## src/rtl/simon_pkg.sv

```systemverilog
//==============================================================================
// Package : simon_pkg
// Desc    : Shared defaults and button types for the simon input stage and core.
// Rev     : 1.0
//==============================================================================
`default_nettype none

package simon_pkg;

    localparam int NUM_BTN_DEF  = 4;
    localparam int DEBOUNCE_DEF = 50000;

    typedef logic [1:0] btn_idx_t;

    typedef enum logic [1:0] {
        BTN_GREEN  = 2'd0,
        BTN_RED    = 2'd1,
        BTN_YELLOW = 2'd2,
        BTN_BLUE   = 2'd3
    } btn_e;

endpackage

`default_nettype wire

```

## src/rtl/simon_debounce_chan.sv

```systemverilog
//==============================================================================
// Module : simon_debounce_chan
// Desc   : One button: 2-flop synchroniser, counter debounce, stable-change strobe.
// Rev    : 1.0
//==============================================================================
`default_nettype none

module simon_debounce_chan
    import simon_pkg::*;
#(
    parameter int DEBOUNCE_CYCLES = DEBOUNCE_DEF
) (
    input  logic clk,
    input  logic rst_n,
    input  logic ena,
    input  logic btn_raw,
    output logic level,
    output logic toggle
);

    localparam int CNT_W = $clog2(DEBOUNCE_CYCLES);
    localparam logic [CNT_W-1:0] c_CNT_MAX = CNT_W'(DEBOUNCE_CYCLES - 1);

    logic             r_meta;
    logic             r_sync;
    logic             r_stable;
    logic [CNT_W-1:0] r_cnt;
    logic             w_flip;

    assign w_flip = (r_sync != r_stable) && (r_cnt == c_CNT_MAX);

    always_ff @(posedge clk) begin
        if (!rst_n) begin
            r_meta   <= 1'b0;
            r_sync   <= 1'b0;
            r_stable <= 1'b0;
            r_cnt    <= '0;
        end else if (ena) begin
            r_meta <= btn_raw;
            r_sync <= r_meta;
            if (r_sync == r_stable) begin
                r_cnt <= '0;
            end else if (w_flip) begin
                r_stable <= r_sync;
                r_cnt    <= '0;
            end else begin
                r_cnt <= r_cnt + 1'b1;
            end
        end
    end

    // Strobe fires in the cycle the stable value is about to change; level is still the old value.
    assign level  = r_stable;
    assign toggle = w_flip & ena;

endmodule

`default_nettype wire

```

## src/rtl/simon_button_conditioner.sv

```systemverilog
//==============================================================================
// Module : simon_button_conditioner
// Desc   : Debounced button events to the simon core over a valid/ack handshake.
//          Define RELEASE_EVT_EN to also deliver release events.
// Rev    : 1.0
//==============================================================================
`default_nettype none

module simon_button_conditioner
    import simon_pkg::*;
#(
    parameter int NUM_BTN         = NUM_BTN_DEF,
    parameter int DEBOUNCE_CYCLES = DEBOUNCE_DEF,
    parameter int IDX_W           = $clog2(NUM_BTN)
) (
    input  logic               clk,
    input  logic               rst_n,
    input  logic               ena,
    input  logic [NUM_BTN-1:0] btn_raw,
    output logic               press_valid,
    output logic [IDX_W-1:0]   press_idx,
    output logic               press_rel,
    input  logic               press_ack,
    output logic [NUM_BTN-1:0] btn_level,
    output logic               overrun
);

    logic [NUM_BTN-1:0] w_level;
    logic [NUM_BTN-1:0] w_toggle;
    logic [NUM_BTN-1:0] w_rise;

    generate
        for (genvar gi = 0; gi < NUM_BTN; gi++) begin : g_chan
            simon_debounce_chan #(
                .DEBOUNCE_CYCLES(DEBOUNCE_CYCLES)
            ) u_chan (
                .clk    (clk),
                .rst_n  (rst_n),
                .ena    (ena),
                .btn_raw(btn_raw[gi]),
                .level  (w_level[gi]),
                .toggle (w_toggle[gi])
            );
        end
    endgenerate

    assign w_rise = w_toggle & ~w_level;

    logic [NUM_BTN-1:0] r_press_pend;
    logic [NUM_BTN-1:0] w_press_clr;
    logic [NUM_BTN-1:0] w_sel_oh;
    logic [IDX_W-1:0]   w_sel_idx;
    logic [IDX_W-1:0]   r_idx;
    logic               w_sel_rel;
    logic               w_any;
    logic               w_load;
    logic               w_lost;
    logic               r_valid;
    logic               r_overrun;

`ifdef RELEASE_EVT_EN
    logic [NUM_BTN-1:0] r_rel_pend;
    logic [NUM_BTN-1:0] w_fall;
    logic [NUM_BTN-1:0] w_rel_clr;
    logic               r_rel;

    assign w_fall    = w_toggle & w_level;
    assign w_any     = (|r_press_pend) | (|r_rel_pend);
    assign w_rel_clr = (w_load && w_sel_rel) ? w_sel_oh : '0;
    assign w_lost    = (|(r_press_pend & w_rise)) | (|(r_rel_pend & w_fall));
    assign press_rel = r_rel;
`else
    assign w_any     = |r_press_pend;
    assign w_lost    = |(r_press_pend & w_rise);
    assign press_rel = 1'b0;
`endif

    // Descending scans leave the lowest set index; presses are scanned last so they win.
    always_comb begin
        w_sel_idx = '0;
        w_sel_rel = 1'b0;
`ifdef RELEASE_EVT_EN
        for (int i = NUM_BTN - 1; i >= 0; i--) begin
            if (r_rel_pend[i]) begin
                w_sel_idx = IDX_W'(i);
                w_sel_rel = 1'b1;
            end
        end
`endif
        for (int i = NUM_BTN - 1; i >= 0; i--) begin
            if (r_press_pend[i]) begin
                w_sel_idx = IDX_W'(i);
                w_sel_rel = 1'b0;
            end
        end
    end

    assign w_load      = (~r_valid | press_ack) & w_any;
    assign w_sel_oh    = NUM_BTN'(1) << w_sel_idx;
    assign w_press_clr = (w_load && !w_sel_rel) ? w_sel_oh : '0;

    // Set after clear: an edge arriving as its button is loaded stays pending.
    always_ff @(posedge clk) begin
        if (!rst_n) begin
            r_press_pend <= '0;
            r_valid      <= 1'b0;
            r_idx        <= '0;
            r_overrun    <= 1'b0;
`ifdef RELEASE_EVT_EN
            r_rel_pend   <= '0;
            r_rel        <= 1'b0;
`endif
        end else if (ena) begin
            r_press_pend <= (r_press_pend & ~w_press_clr) | w_rise;
            r_overrun    <= r_overrun | w_lost;
`ifdef RELEASE_EVT_EN
            r_rel_pend   <= (r_rel_pend & ~w_rel_clr) | w_fall;
`endif
            if (w_load) begin
                r_valid <= 1'b1;
                r_idx   <= w_sel_idx;
`ifdef RELEASE_EVT_EN
                r_rel   <= w_sel_rel;
`endif
            end else if (press_ack) begin
                r_valid <= 1'b0;
            end
        end
    end

    assign press_valid = r_valid;
    assign press_idx   = r_idx;
    assign btn_level   = w_level;
    assign overrun     = r_overrun;

endmodule

`default_nettype wire

```

## config.mk

```make
export PLATFORM = sky130hd
export DESIGN_NAME = simon_button_conditioner
export DESIGN_NICKNAME = d
export VERILOG_FILES = /design/src/rtl/simon_pkg.sv /design/src/rtl/simon_debounce_chan.sv /design/src/rtl/simon_button_conditioner.sv
export SDC_FILE = /design/constraint.sdc
export NUM_CORES = 1
export LEC_CHECK = 0
export BUFFER_PORTS_ARGS = -buffer_cell sky130_fd_sc_hd__buf_2
export CORE_MARGIN = 3
export CORE_UTILIZATION = 66
export DETAILED_ROUTE_END_ITERATION = 6
export PLACE_DENSITY = 0.84
export SYNTH_ARGS = -nofsm -noshare
export SYNTH_HDL_FRONTEND = slang
export SYNTH_SLANG_ARGS = --single-unit
```

## constraint.sdc

```tcl
create_clock -name clk -period 4.6 [get_ports clk]
set_input_delay 0.23 -clock clk [delete_from_list [all_inputs] [get_ports clk]]
set_output_delay 0.23 -clock clk [all_outputs]
set_load 0.02 [all_outputs]
```

==> run summary <==
Final setup viols: 0
GRT overflow: 0
Final Hold Vio Count: 0
TritonCTS Buffers: 9
Setup TNS: 0 ns
Diodes inserted: 0
Slew Limit Headroom: 0.364
Height of the die: 87.0 um
DIE WIDTH: 87.0 um
Remaining antenna violation count: 0
Fin cells: 606
Hold Crit Endpoint: g_chan[0].u_chan.r_meta
Slowest cell on crit path: nand3_1
Insertion delay to the later sink of the worst-skew pair: 0.36 ns
CP max FO: 27
Io pins: 17
Max-cap viol count: 0
Mean Syn Cell Area: 8.21 um^2
First-pass GRT wire length: 16.9 mm
Nets: 538
Nature of the critical path endpoint: flip-flop
IO buf count: 15
Core Rows: 28
Top FF cell, synth: dfxtp_1
Via count of the routed design: 4,007
Count leader, synth: dfxtp_1
Critical Path AT: 2.82 ns
Starting Density: 0.706
Yosys reg bits: 84
R2r worst-path depth: 6
Asr flop ratio synth: 0
Placer Congestion: 0.869
Leakage: 0.00165 uW
Pwr Density: 284 nW/um^2
H-tree levels: 3
Initial antenna violation count: 0
CP Cell Sequence: ha_1 > and3_1 > nand4_1 > nand3_1 > or3_1 > a21oi_1
Core box area: 6130 um^2
Syn_nets: 539
Root Buffer: clkbuf_8
Largest net degree at the start of global routing: 41
Post-synth top area cell: dfxtp_1
Pwr Total: 1290 uW
Max VDD drop: 0.186 mV
CTS tree: yes
Post-synth top cells: dfxtp_1, nand2_1, nor2_1
Worst hold path class: primary input to flip-flop
Hold Crit Depth: 3
Post-synthesis sequential area ratio: 0.389
Slew Viols, Final: 0
Drt pass-1 iters: 5
Post-synth EDFFs: 0
FF-to-FF setup slack: 2.05 ns
Hpwl dp: 6.41 mm
Worst r2r dst: g_chan[3].u_chan.r_cnt[9]
CP startpoint kind: flip-flop
Placed Cells: 590
CTS Sinks: 84
Synth area leaders: dfxtp_1, nand2_1, nor2_1
Final period util: 0.554
Critical Path RT: 4.87 ns
Kind of critical path: flip-flop to flip-flop
Share of layout cells above drive strength 1: 0.0923
Number of remaining DRC errors: 0
Post-synthesis cell count: 527
Mapped cell area: 4330 um^2
Post-CTS Setup Bufs: 0
Final wirelength: 9.63 mm
Worst-Margin Slew: 0.951 ns
Vias in the first global route: 3,803
Area share of the largest cell type after synthesis: 0.389
Die area: 7560 um^2
R2R Path Start: g_chan[3].u_chan.r_cnt[0]
Maximum clock rate: 392 MHz
Total GRT Usage: 0.273
Yosys warning count: 0
Outcome: complete, no violations
1st-iter DRT viols: 193
Delay of the slowest cell on the worst path: 0.69 ns
Fillcell total: 456
RSZ-0062 raised after global routing: false
Synth cell types: 65
Hold buffers post-CTS: 0
Layout Skew: 0.00999 ns
Clk buf depth: 2
Via/cell ratio: 6.61
Worst-path clk slew: 0.09 ns
Post-DR wirelength/cell: 15.9 um
Tmin final: 2.55 ns
Layout area overhead: 5.18%
HP Start: btn_raw[0]
PostCTS Resize Cnt: 0
[layout by cell type, fill, tap and decap left out, drive strengths merged, types with 9 or more instances in the layout]
master,instances
o21ai,28
nand2,54
a21o,11
clkbuf,11
o221a,9
dfxtp,84
nand4,9
or3,12
nor2,53
buf,17
a21oi,32
and3,10
mux2i,10
a31oi,9
inv,15
nor3,18
nand3,31
[where the power goes]
part           total [uW]  leakage [uW]  internal, uW  switching, uW
combinational        54.1      0.000879          15.3           38.8
sequential            733      0.000677           730           3.17
clock                 507     0.0000931           249            259
[layout make-up]
class                   count  area, um^2  area share
repair buffers             17        90.1      0.0198
flip-flops and latches     84        1680       0.369
inverters                  16        60.1      0.0132
well taps                  75        93.8      0.0206
multi-input cells         398        2440       0.537
clock buffers              11         131      0.0289
clock inverters             5        52.6      0.0115
[per-layer routing]
layer | routed length (um) | GRT usage | up-vias
met1 | 4340 | 0.350 | 1906
li1 | - | - | 1944
met2 | 4600 | 0.447 | 139
met5 | 0 | 0 | -
met3 | 520 | 0.0435 | 18
met4 | 169 | 0.127 | 0
[worst max path at each step]
stage | from | end | slack [ns] | cells past startpoint
after floorplan | g_chan[1].u_chan.r_cnt[4] | g_chan[1].u_chan.r_cnt[13] | 2.67 | 6
after global placement | g_chan[3].u_chan.r_cnt[0] | g_chan[3].u_chan.r_cnt[9] | 2.24 | 6
after detailed placement | g_chan[3].u_chan.r_cnt[0] | g_chan[3].u_chan.r_cnt[9] | 2.11 | 6
after CTS | g_chan[3].u_chan.r_cnt[0] | g_chan[3].u_chan.r_cnt[9] | 2.09 | 6
after global routing | g_chan[3].u_chan.r_cnt[0] | g_chan[3].u_chan.r_cnt[9] | 1.79 | 6
final | g_chan[3].u_chan.r_cnt[0] | g_chan[3].u_chan.r_cnt[9] | 2.05 | 6
[registers in the layout, summed over array words and instances, names as in the netlist]
register              cells
g_chan.u_chan.r_sync      4
g_chan.u_chan.r_cnt      64
r_press_pend              4
g_chan.u_chan.r_meta      4
overrun                   1
press_valid               1
press_idx                 2
g_chan.u_chan.level       4
[through the flow]
step / instance area [um^2] / utilization / hold slack [ns] / worst slack (ns)
floorplan: 4330 / - / 0.377 / 2.67
global placement: 4370 / 0.712 / 0.455 / 2.24
detailed placement: 4370 / 0.712 / 0.460 / 2.11
CTS: 4550 / 0.742 / 0.102 / 2.09
global route: 4550 / 0.742 / 0.124 / 1.79
finish: 4550 / 0.742 / 0.110 / 2.05
[kinds of logic after synthesis]
family                   synth area share
AND/OR/NAND/NOR                     0.296
AO/OA/AOI/OAI                       0.212
flip-flops                          0.389
buffers and inverters              0.0471
multiplexers                       0.0257
XOR/XNOR                           0.0182
adder cells (fa/ha/maj)            0.0116
other                            0.000866
[critical path, delay by kind of cell, from the launching register on]
kind	cells	cell delay, ns
AO/OA/AOI/OAI	1	0.17
adder cells (fa/ha/maj)	1	0.23
flip-flops	1	0.35
AND/OR/NAND/NOR	4	1.71
Note: power is estimated with default switching activity, not from simulation.
